**config.mk**
```make
export PLATFORM = sky130hd
export DESIGN_NAME = main_control_fsm
export DESIGN_NICKNAME = d
export VERILOG_FILES = /design/src/rtl/ctrl_pkg.sv /design/src/rtl/main_control_fsm.sv
export SDC_FILE = /design/constraint.sdc
export NUM_CORES = 1
export LEC_CHECK = 0
export CORE_UTILIZATION = 43
export CTS_CLUSTER_SIZE = 12
export DETAILED_ROUTE_END_ITERATION = 10
export PLACE_DENSITY_LB_ADDON = 0.3
export SYNTH_ARGS = -nofsm -noshare
export SYNTH_HDL_FRONTEND = slang
export SYNTH_SLANG_ARGS = --single-unit
```
**constraint.sdc**
```tcl
create_clock -name clk -period 1.95 [get_ports clk]
set_input_delay 0.39 -clock clk [delete_from_list [all_inputs] [get_ports clk]]
set_output_delay 0.39 -clock clk [all_outputs]
set_load 0.05 [all_outputs]
```
**src/rtl/ctrl_pkg.sv**
```systemverilog
// Shared control constants for the multi-cycle RISC datapath.
// The main control FSM and ALU_Control both import this package, so the
// ALUOp codes below are the single agreed contract between the two blocks.
package ctrl_pkg;

   localparam int OPCODE_W = 4;
   localparam int STATE_W  = 4;
   localparam int ALUOP_W  = 2;

   // Opcodes taken from instr[15:12]
   localparam logic [3:0] OP_R    = 4'b0000;
   localparam logic [3:0] OP_LW   = 4'b0001;
   localparam logic [3:0] OP_SW   = 4'b0010;
   localparam logic [3:0] OP_BEQ  = 4'b0011;
   localparam logic [3:0] OP_ADDI = 4'b0100;
   localparam logic [3:0] OP_SLTI = 4'b0101;
   localparam logic [3:0] OP_J    = 4'b0110;

   // ALUOp codes handed to ALU_Control
   localparam logic [1:0] ALUOP_RTYPE = 2'b00;
   localparam logic [1:0] ALUOP_SUB   = 2'b01;
   localparam logic [1:0] ALUOP_ADD   = 2'b10;
   localparam logic [1:0] ALUOP_SLT   = 2'b11;

   // Second ALU operand select
   localparam logic [1:0] SRCB_REGB   = 2'b00;
   localparam logic [1:0] SRCB_ONE    = 2'b01;
   localparam logic [1:0] SRCB_IMM    = 2'b10;
   localparam logic [1:0] SRCB_OFFSET = 2'b11;

   // PC source select
   localparam logic [1:0] PCSRC_ALU    = 2'b00;
   localparam logic [1:0] PCSRC_ALUOUT = 2'b01;
   localparam logic [1:0] PCSRC_JUMP   = 2'b10;

   // Control states; the numeric encoding is visible on the debug port
   typedef enum logic [3:0] {
      S_FETCH     = 4'd0,
      S_DECODE    = 4'd1,
      S_MEM_ADDR  = 4'd2,
      S_MEM_READ  = 4'd3,
      S_MEM_WB    = 4'd4,
      S_MEM_WRITE = 4'd5,
      S_R_EXEC    = 4'd6,
      S_R_WB      = 4'd7,
      S_BRANCH    = 4'd8,
      S_JUMP      = 4'd9,
      S_I_EXEC    = 4'd10,
      S_I_WB      = 4'd11
   } ctrlState_e;

   // Everything from 0111 upward is undefined
   function automatic logic isLegalOpcode(input logic [3:0] op);
      return (op <= OP_J);
   endfunction

endpackage

```
**src/rtl/main_control_fsm.sv**
```systemverilog
// Multi-cycle main control unit: steps each instruction through
// fetch/decode/execute/memory/writeback and drives the datapath controls.
// Outputs are decoded from the current state only, except that the fetch
// cycle commits IR and PC only once memory reports ready.
module main_control_fsm
   import ctrl_pkg::*;
#(
   parameter int OPCODE_W = ctrl_pkg::OPCODE_W,
   parameter int STATE_W  = ctrl_pkg::STATE_W,
   parameter int ALUOP_W  = ctrl_pkg::ALUOP_W
) (
   input  logic                clk,
   input  logic                reset,
   input  logic [OPCODE_W-1:0] opcode,
   input  logic                mem_ready,
   output logic                pc_write,
   output logic                pc_write_cond,
   output logic                ir_write,
   output logic                iord,
   output logic                mem_read,
   output logic                mem_write,
   output logic                reg_write,
   output logic                reg_dst,
   output logic                mem_to_reg,
   output logic                alu_src_a,
   output logic [1:0]          alu_src_b,
   output logic [1:0]          pc_src,
   output logic [ALUOP_W-1:0]  alu_op,
   output logic                illegal_op,
   output logic [STATE_W-1:0]  state
);

   ctrlState_e r_state;
   ctrlState_e w_nextState;
   logic [3:0] w_op;
   logic [1:0] w_aluOp;

   assign w_op = 4'(opcode);

   // State register; reset aborts whatever instruction is in flight
   always_ff @(posedge clk) begin
      if (reset) r_state <= S_FETCH;
      else       r_state <= w_nextState;
   end

   // Next-state selection, memory states wait on mem_ready
   always_comb begin
      w_nextState = S_FETCH;
      case (r_state)
         S_FETCH:     w_nextState = mem_ready ? S_DECODE : S_FETCH;
         S_DECODE: begin
            case (w_op)
               OP_LW, OP_SW:     w_nextState = S_MEM_ADDR;
               OP_R:             w_nextState = S_R_EXEC;
               OP_BEQ:           w_nextState = S_BRANCH;
               OP_J:             w_nextState = S_JUMP;
               OP_ADDI, OP_SLTI: w_nextState = S_I_EXEC;
               default:          w_nextState = S_FETCH;
            endcase
         end
         S_MEM_ADDR:  w_nextState = (w_op == OP_LW) ? S_MEM_READ : S_MEM_WRITE;
         S_MEM_READ:  w_nextState = mem_ready ? S_MEM_WB : S_MEM_READ;
         S_MEM_WRITE: w_nextState = mem_ready ? S_FETCH : S_MEM_WRITE;
         S_R_EXEC:    w_nextState = S_R_WB;
         S_I_EXEC:    w_nextState = S_I_WB;
         default:     w_nextState = S_FETCH;
      endcase
   end

   // Datapath control decode; reset forces every output low
   always_comb begin
      pc_write      = 1'b0;
      pc_write_cond = 1'b0;
      ir_write      = 1'b0;
      iord          = 1'b0;
      mem_read      = 1'b0;
      mem_write     = 1'b0;
      reg_write     = 1'b0;
      reg_dst       = 1'b0;
      mem_to_reg    = 1'b0;
      alu_src_a     = 1'b0;
      alu_src_b     = SRCB_REGB;
      pc_src        = PCSRC_ALU;
      w_aluOp       = ALUOP_RTYPE;
      illegal_op    = 1'b0;
      state         = '0;
      if (!reset) begin
         state = STATE_W'(r_state);
         case (r_state)
            S_FETCH: begin
               mem_read  = 1'b1;
               alu_src_b = SRCB_ONE;
               w_aluOp   = ALUOP_ADD;
               ir_write  = mem_ready;
               pc_write  = mem_ready;
            end
            S_DECODE: begin
               alu_src_b  = SRCB_OFFSET;
               w_aluOp    = ALUOP_ADD;
               illegal_op = !isLegalOpcode(w_op);
            end
            S_MEM_ADDR: begin
               alu_src_a = 1'b1;
               alu_src_b = SRCB_IMM;
               w_aluOp   = ALUOP_ADD;
            end
            S_MEM_READ: begin
               mem_read = 1'b1;
               iord     = 1'b1;
            end
            S_MEM_WB: begin
               reg_write  = 1'b1;
               mem_to_reg = 1'b1;
            end
            S_MEM_WRITE: begin
               mem_write = 1'b1;
               iord      = 1'b1;
            end
            S_R_EXEC: begin
               alu_src_a = 1'b1;
               alu_src_b = SRCB_REGB;
               w_aluOp   = ALUOP_RTYPE;
            end
            S_R_WB: begin
               reg_write = 1'b1;
               reg_dst   = 1'b1;
            end
            S_BRANCH: begin
               alu_src_a     = 1'b1;
               alu_src_b     = SRCB_REGB;
               w_aluOp       = ALUOP_SUB;
               pc_write_cond = 1'b1;
               pc_src        = PCSRC_ALUOUT;
            end
            S_JUMP: begin
               pc_write = 1'b1;
               pc_src   = PCSRC_JUMP;
            end
            S_I_EXEC: begin
               alu_src_a = 1'b1;
               alu_src_b = SRCB_IMM;
               w_aluOp   = (w_op == OP_SLTI) ? ALUOP_SLT : ALUOP_ADD;
            end
            S_I_WB: begin
               reg_write = 1'b1;
            end
            default: begin
            end
         endcase
      end
   end

   assign alu_op = ALUOP_W'(w_aluOp);

endmodule

```
==> out/metrics.cfg, run 1 <==
[logic_synthesis]
async_reset_ff_share_pct = 0
syn_area_um2 = 609
synth_edf_count = 0
mappedNetlistNets = 94
ys.flop_type = dfxtp_1
ys_ff_latch = 4
ys_seq_area_share_pct = 13.1
synth.distinct_cells = 36
avgSynthCellArea_um2 = 7.00
syn_inst = 87
yosys_warnings = 0

[outcome]
status = stopped before the end
error = [ERROR DPL-0033] detailed placement checks failed during check placement.
lastStage = clock tree synthesis (4_1_cts)

[place]
gp_congestion = 0.865
dpl_cell_area_um2 = 1230
place_inst = 135
io_buffers = 27
dp_hpwl_mm = 2.09

[clock_network]
cts_max_level = 1
cts_inserted_buffers = 3
cts_setup_buffers = 4
cts_hold_buf = 0
cts_resized = 16
numClockSinks = 4
cts.path.max_buffers = 2
cts-root-buf = clkbuf_4

[floorplanning]
ios = 28
die_h_um = 39.6
fp.dieW_um = 39.6
initial_core_util_pct = 46.2
core.rowCount = 13

[logic make-up after synthesis]
| family | count (synthesis) | synth area share (%) |
|---|---|---|
| flops | 4 | 13.1 |
| buf+inv | 13 | 13.3 |
| xor+xnor | 3 | 4.31 |
| compound gates | 19 | 20.1 |
| simple gates | 48 | 49.1 |
[per-stage QoR]
step | util [%] | worst slack (ps) | hold WS [ps]
after floorplan | - | -391 | 582
after global placement | 93.2 | -153 | 660
after detailed placement | 93.2 | -193 | 685
[synthesized netlist by cell type, types with 4 or more instances]
cell,count,area [um^2]
a21oi_1,5,25.0
a31oi_1,4,25.0
buf_2,4,20.0
dfxtp_1,4,80.1
nand2_1,5,18.8
nor2_1,14,52.6
nor3_1,7,35.0
nor3b_1,4,30.0
nor4_1,5,31.3
==> run 2, diff against run 1 <==
Settings changed: CORE_AREA from default to 2 2 63 65, CORE_UTILIZATION 43 to default, CTS_CLUSTER_SIZE 12 to default, DIE_AREA from default to 0 0 65 67, PLACE_DENSITY_LB_ADDON 0.3 to 0.15.
==> out/metrics.cfg, run 2 <==
[outcome]
status = completed

[logic_synthesis]
muxShareOfSynthArea_pct = 0  ; unchanged
syn_area_um2 = 609  ; unchanged
synthTopCellsByArea = dfxtp_1, nor2_1, nor3_1
netlist.area_leader.share_pct = 13.1  ; unchanged
async_reset_ff_share_pct = 0  ; unchanged
synth.distinct_cells = 36  ; unchanged
ys.flop_type = dfxtp_1
synth_top_family_by_area = simple AND/OR/NAND/NOR gates
synth_area_leader_cell = dfxtp_1
yosys.area_share.simple_pct = 49.1  ; unchanged
syn_inst = 87  ; unchanged
synth_common_cells = nor2_1, nor3_1, a21oi_1, nand2_1, nor4_1
synth_compound_area_share_pct = 20.1  ; unchanged
synth.most_common_cell = nor2_1
synth_edf_count = 0  ; unchanged
avgSynthCellArea_um2 = 7.00  ; unchanged
synth_xor_area_share_pct = 4.31  ; unchanged
yosys_warnings = 0  ; unchanged
mappedNetlistNets = 94  ; unchanged
ys_seq_area_share_pct = 13.1  ; unchanged
synthAdderAreaFrac_pct = 0  ; unchanged
ys_ff_latch = 4  ; unchanged

[worst_setup_path]
cp-startpoint = r_state[3]
path_max_fanout = 4
critPathCaptureType = output port
critPathKind = reg2out
startpoint_type = flip-flop
worstPathRequired_ps = 1560
reg2reg_from = r_state[3]
arrival_ps = 1490

[sta]
timing.final.crit_share_pct = 96.4
fin_skew_ps = 1.63
setup_slack_ps = 70.6
finalHoldViolations = 0
drv_slew = 0
finalSetupViolCount = 0
relSlewSlack_pct = 74.1
hold_slack_ps = 618
max_freq_mhz = 532
tightest_slew_ps = 378
fin_crit_ps = 1880
setup_tns_ps = 0

[final_layout]
top_regs = r_state x4
drive_above_1_share_pct = 54.4
fillerInstances = 376
final_common_cell = buf_12
layout_common_cells = buf_12, buf_4, nor2_1
largest_register_ffs = 4
syn_to_final_growth_pct = 126
largest-register = r_state
layout.cells.non_filler = 173
diodes = 0
fin_nets = 134

[route]
drc_errors = 0
postRouteAntennaNets = 0
initialDrtViolationCount = 16
vias = 792
drt_wl_total_mm = 2.06
wire_per_inst_um = 11.9
via_per_inst = 4.58
first_pass_iters = 5

[clock_network]
clkTransAtPathRegs_ps = 30
cts.path.max_buffers = 2  ; unchanged
numClockSinks = 4  ; unchanged
cts-root-buf = clkbuf_8
clk_latency_ps = 210
cts_inserted_buffers = 3  ; unchanged
cts_tree = built
cts_max_level = 1  ; unchanged

[hold_path]
min_path_type = reg2reg
min_from = r_state[1]

[floorplanning]
ios = 28  ; unchanged
fp.coreArea_um2 = 3610
core.rowCount = 22  ; +9
initial_core_util_pct = 16.9  ; -29 points
die_h_um = 67  ; +69%
dieArea_um2 = 4360
fp.dieW_um = 65  ; +64%

[power]
powerDensity_nw_per_um2 = 372
ir_worst_vdd_uv = 126
power.total_mw = 0.514
p_leak_nw = 0.527

[place]
pre_cts_ws_ps = -224  ; -31.4 ps
place_inst = 168  ; +24%
gp_congestion = 0.756  ; -13%
io_buffers = 27  ; unchanged
dp_hpwl_mm = 1.68  ; -19%

[flow_run]
drv_cap = 0

[grt]
grt_max_degree = 13
grt_pass1_vias = 780
grt_util_all_layers_pct = 10.3
antenna_found_initial = 0
grt_pass1_wl_mm = 3.57
grt_remaining_overflow = 0

## run 2: cell counts after synthesis
Identical to the previous run, type by type.
## run 2: final timing paths
check	end	slack, ps	cells past startpoint
max	ir_write	70	3
min	r_state[1]	620	2
max reg2reg	r_state[0]	650	5
min reg2reg	r_state[1]	620	2
## run 2: worst max-delay path, stage by stage (launching register included)
cell	delay, ps
dfxtp_4	360
or3_4	410
nor4b_4	330
buf_12	180
## run 2: final cells by class
| class | instances | area [um^2] | share of cell area (%) |
|---|---|---|---|
| multi-input combinational | 70 | 544 | 39.5 |
| tap | 48 | 60.1 | 4.36 |
| sequential | 4 | 87.6 | 6.35 |
| inverter | 3 | 11.3 | 0.817 |
| clock buffer | 3 | 41.3 | 2.99 |
| timing repair buffer | 45 | 634 | 46.0 |
## run 2: power breakdown
group / switching [mW] / internal (mW) / total, mW
logic: 0.128 / 0.119 / 0.247
registers: 0.0110 / 0.0855 / 0.0965
clock network: 0.0390 / 0.131 / 0.170
total: 0.178 / 0.335 / 0.514
## run 2: kinds of logic (layout without fill, tap and decap cells)
family | after synthesis | after routing
buf+inv | 13 | 51
flops | 4 | 4
compound gates | 19 | 19
simple gates | 48 | 48
xor+xnor | 3 | 3
## run 2: through the flow
stage	util (%)	instance area, um^2
global placement	35.2	1270
global route	38.2	1380
floorplan	-	684
finish	38.2	1380
detailed placement	35.2	1270
CTS	36.7	1330
## run 2: routing by layer
metal / wire length, um / vias up / global-route usage, %
li1: - / 391 / -
met1: 858 / 374 / 12.4
met2: 1090 / 23 / 17.8
met3: 103 / 4 / 1.69
met4: 8 / 0 / 4.79
met5: 0 / - / 0
## run 2: what timing repair did
action                                  in CTS  in global routing
pin swaps                                    3                  3
hold buffers                                 0                  0
resized for setup                           10                  9
setup buffers                                0                  2
endpoints found under the setup margin      13                  7
Note: power is estimated with default switching activity, not from simulation.
==> run 3, diff against run 2 <==
Settings changed: TNS_END_PERCENT from default to 100.
==> results of run 3 <==
Same layout as run 2: the final DEF is identical, and so are final timing and power.
==> run 4, diff against run 3 <==
Settings changed: GPL_ROUTABILITY_DRIVEN from default to 0.
==> results of run 4 <==
Same layout as run 2: the final DEF is identical, and so are final timing and power.
==> RTL change (config.mk and constraints of run 3) <==
Set the package constant `ALUOP_W` to 4 (it was 2).
--- a/src/rtl/ctrl_pkg.sv
+++ b/src/rtl/ctrl_pkg.sv
@@ -6,5 +6,5 @@
    localparam int OPCODE_W = 4;
    localparam int STATE_W  = 4;
-   localparam int ALUOP_W  = 2;
+   localparam int ALUOP_W  = 4;
 
    // Opcodes taken from instr[15:12]
Interface: changed (resized alu_op); port bits go from 28 to 30. The function was not compared with the original's and may differ.
==> RTL change against run 3 <==
- sequential cell count did not move
- routed wire length fell by 1.2%
- sequential share of layout area barely moved
- combinational power rose by 2%
- die area did not move
- critical path type unchanged
- worst setup slack got worse by 18 ps
- area after synthesis rose by 3.1%
- utilization fell by 0.76 points
- register-to-register slack got worse by 40 ps
- largest cell class unchanged
- final area fell by 2.0%
- hold slack improved by 38 ps
- total power rose by 1.2%
- first-iteration DRC count fell by 13%
==> RTL change: results (changes against run 3) <==
| Metric | Value |
|---|---|
| Status | complete, no violations |
| Peak VDD IR | 146 uV (+16%) |
| Commonest cells post-synth | nor2_1, nor3_1, a21oi_1, nand2_1, nor4_1 |
| # nets final | 134 (unchanged) |
| Antenna Cells | 0 (unchanged) |
| Sw power | 0.000187 W (+5.0%) |
| Top flop regs | r_state (4) |
| FFs w/ async S/R, synth | 0 (unchanged) |
| Pleak | 0.510 nW (-3.2%) |
| WP data arrival | 1510 ps (+20 ps) |
| CP Capture Point | ir_write |
| Netlist cell types | 37 (+2.8%) |
| DR WL/cell | 11.7 um (-1.2%) |
| Clock Path Buffers | 2 (unchanged) |
| Worst Setup SP | r_state[3]$_SDFF_PP0_ |
| Layout cell share with drive strength beyond 1 | 0.504 (-0.0400) |
| Final period demand of the worst path | 1900 ps (+18.2 ps) |
| Ys Warns | 0 (unchanged) |
| Reg-to-reg endpoint | r_state[0]$_SDFF_PP0_ |
| DR vias/cell | 4.38 (-4.4%) |
| Pin count of the biggest net entering global routing | 15 (+2) |
| Initial antenna violation count | 0 (unchanged) |
| Drt first pass iters | 4 (-1) |
| Area contributors post-synth | dfxtp_1, nor2_1, nor3_1, nor4_1, buf_4 |
| R2R depth | 5 (unchanged) |
| Clock latency on the worst-skew pair | around 220 ps |
| Clock skew | 2.78 ps (+1.14 ps) |
| H-tree depth | 1 (unchanged) |
| Gpl congestion | 0.759 (+0.36%) |
| Vias in the first global route | 754 (-3.3%) |
| Worst-path clk slew | 30 ps (about the same) |
| Buffers on Ports | 27 (unchanged) |
| Post-synthesis sequential area ratio | 0.127 (-0.00393) |
| Critical-path maximum fanout | 12 (+8) |
| Hold/Removal Path Class | flop to flop |
| Worst hold slack | 655 ps (+37.7 ps) |
| TritonCTS buffer count | 3 (unchanged) |
| First-pass GRT wire length | 3400 um (-4.7%) |
| Ys flop type | dfxtp_1 |
| Root Driver | clkbuf_8 |
| R2R setup slack | 610 ps (-40 ps) |
| Setup bufs post-CTS | 0 (unchanged) |
| Final-layout fill cell count | 383 (+1.9%) |
| Place WS | -183 ps (+40.8 ps) |
| DRT iter0 DRCs | 14 (-2) |
| Detailed placement HPWL | 1640 um (-2.6%) |
| Worst R2R Start | r_state[1]$_SDFF_PP0_ |
| Hold path depth | 3 (+1) |
| Total track usage | 0.0968 (-0.00601) |
## RTL change: cell count changes in the layout (fill, tap and decap cells not counted), sizes merged
cell	run 3	this run
buf	38	36
clkbuf	4	3
clkdlybuf4s15	0	1
conb	0	2
dlygate4sd2	3	4
dlymetal6s2s	1	0
## RTL change: power by group through the flow
stage / registers (W) / logic, W / clock network (W)
CTS: 0.0000970 / 0.000252 / 0.000177
global placement: 0.0000981 / 0.000249 / 0
global route: 0.0000981 / 0.000266 / 0.000178
floorplan: 0.0000907 / 0.000150 / 0
detailed placement: 0.0000980 / 0.000248 / 0
finish: 0.0000970 / 0.000251 / 0.000172
## RTL change: metrics by stage
stage	util	instances	instance area, um2	TNS [ps]
4_1_cts	0.373	173	1350	0
3_3_place_gp	0.354	170	1280	-1020
2_1_floorplan	-	91	707	-995
6_report	0.375	173	1350	0
3_5_place_dp	0.354	170	1280	-1040
5_1_grt	0.375	173	1350	-3.28
## RTL change: cell type report
class	count	area [um2]	area share
repair buffers	43	608	0.450
multi-input cells	72	544	0.403
flip-flops and latches	4	86.3	0.0639
well taps	48	60.1	0.0444
clock buffers	3	41.3	0.0306
inverters	3	11.3	0.00833
## RTL change: how the worst min path moves through the flow
stage | to | start
final | r_state[3]$_SDFF_PP0_ | r_state[2]$_SDFF_PP0_
after global routing | r_state[3]$_SDFF_PP0_ | r_state[2]$_SDFF_PP0_
after global placement | r_state[0]$_SDFF_PP0_ | r_state[1]$_SDFF_PP0_
after detailed placement | r_state[0]$_SDFF_PP0_ | r_state[1]$_SDFF_PP0_
after floorplan | r_state[1]$_SDFF_PP0_ | opcode[3]
after CTS | r_state[0]$_SDFF_PP0_ | r_state[1]$_SDFF_PP0_
## RTL change: per-layer routing
layer,wire length [um],share of wire,GRT usage,vias up
met2,986,0.49,0.170,24
met4,19,0.0094,0.0239,0
met3,85,0.042,0.0135,2
met5,0,0,0,-
met1,941,0.46,0.124,342
li1,-,-,-,389
## RTL change: repair_timing
action,4_1_cts,5_1_grt
pin swaps,6,3
gates resized for setup,13,3
setup endpoints to repair,12,5
## RTL change: cell families after synthesis
kind of cell	after synthesis	share of synthesized area
AO/OA/AOI/OAI	19	0.195
flip-flops	4	0.127
XOR/XNOR	3	0.0418
other	1	0.00597
buffers and inverters	15	0.153
AND/OR/NAND/NOR	48	0.476
## RTL change: critical path, cell delays in order (launching register included)
cell and delay, ps:
dfxtp_4 380, or3_4 420, nor4b_4 320, buf_12 180
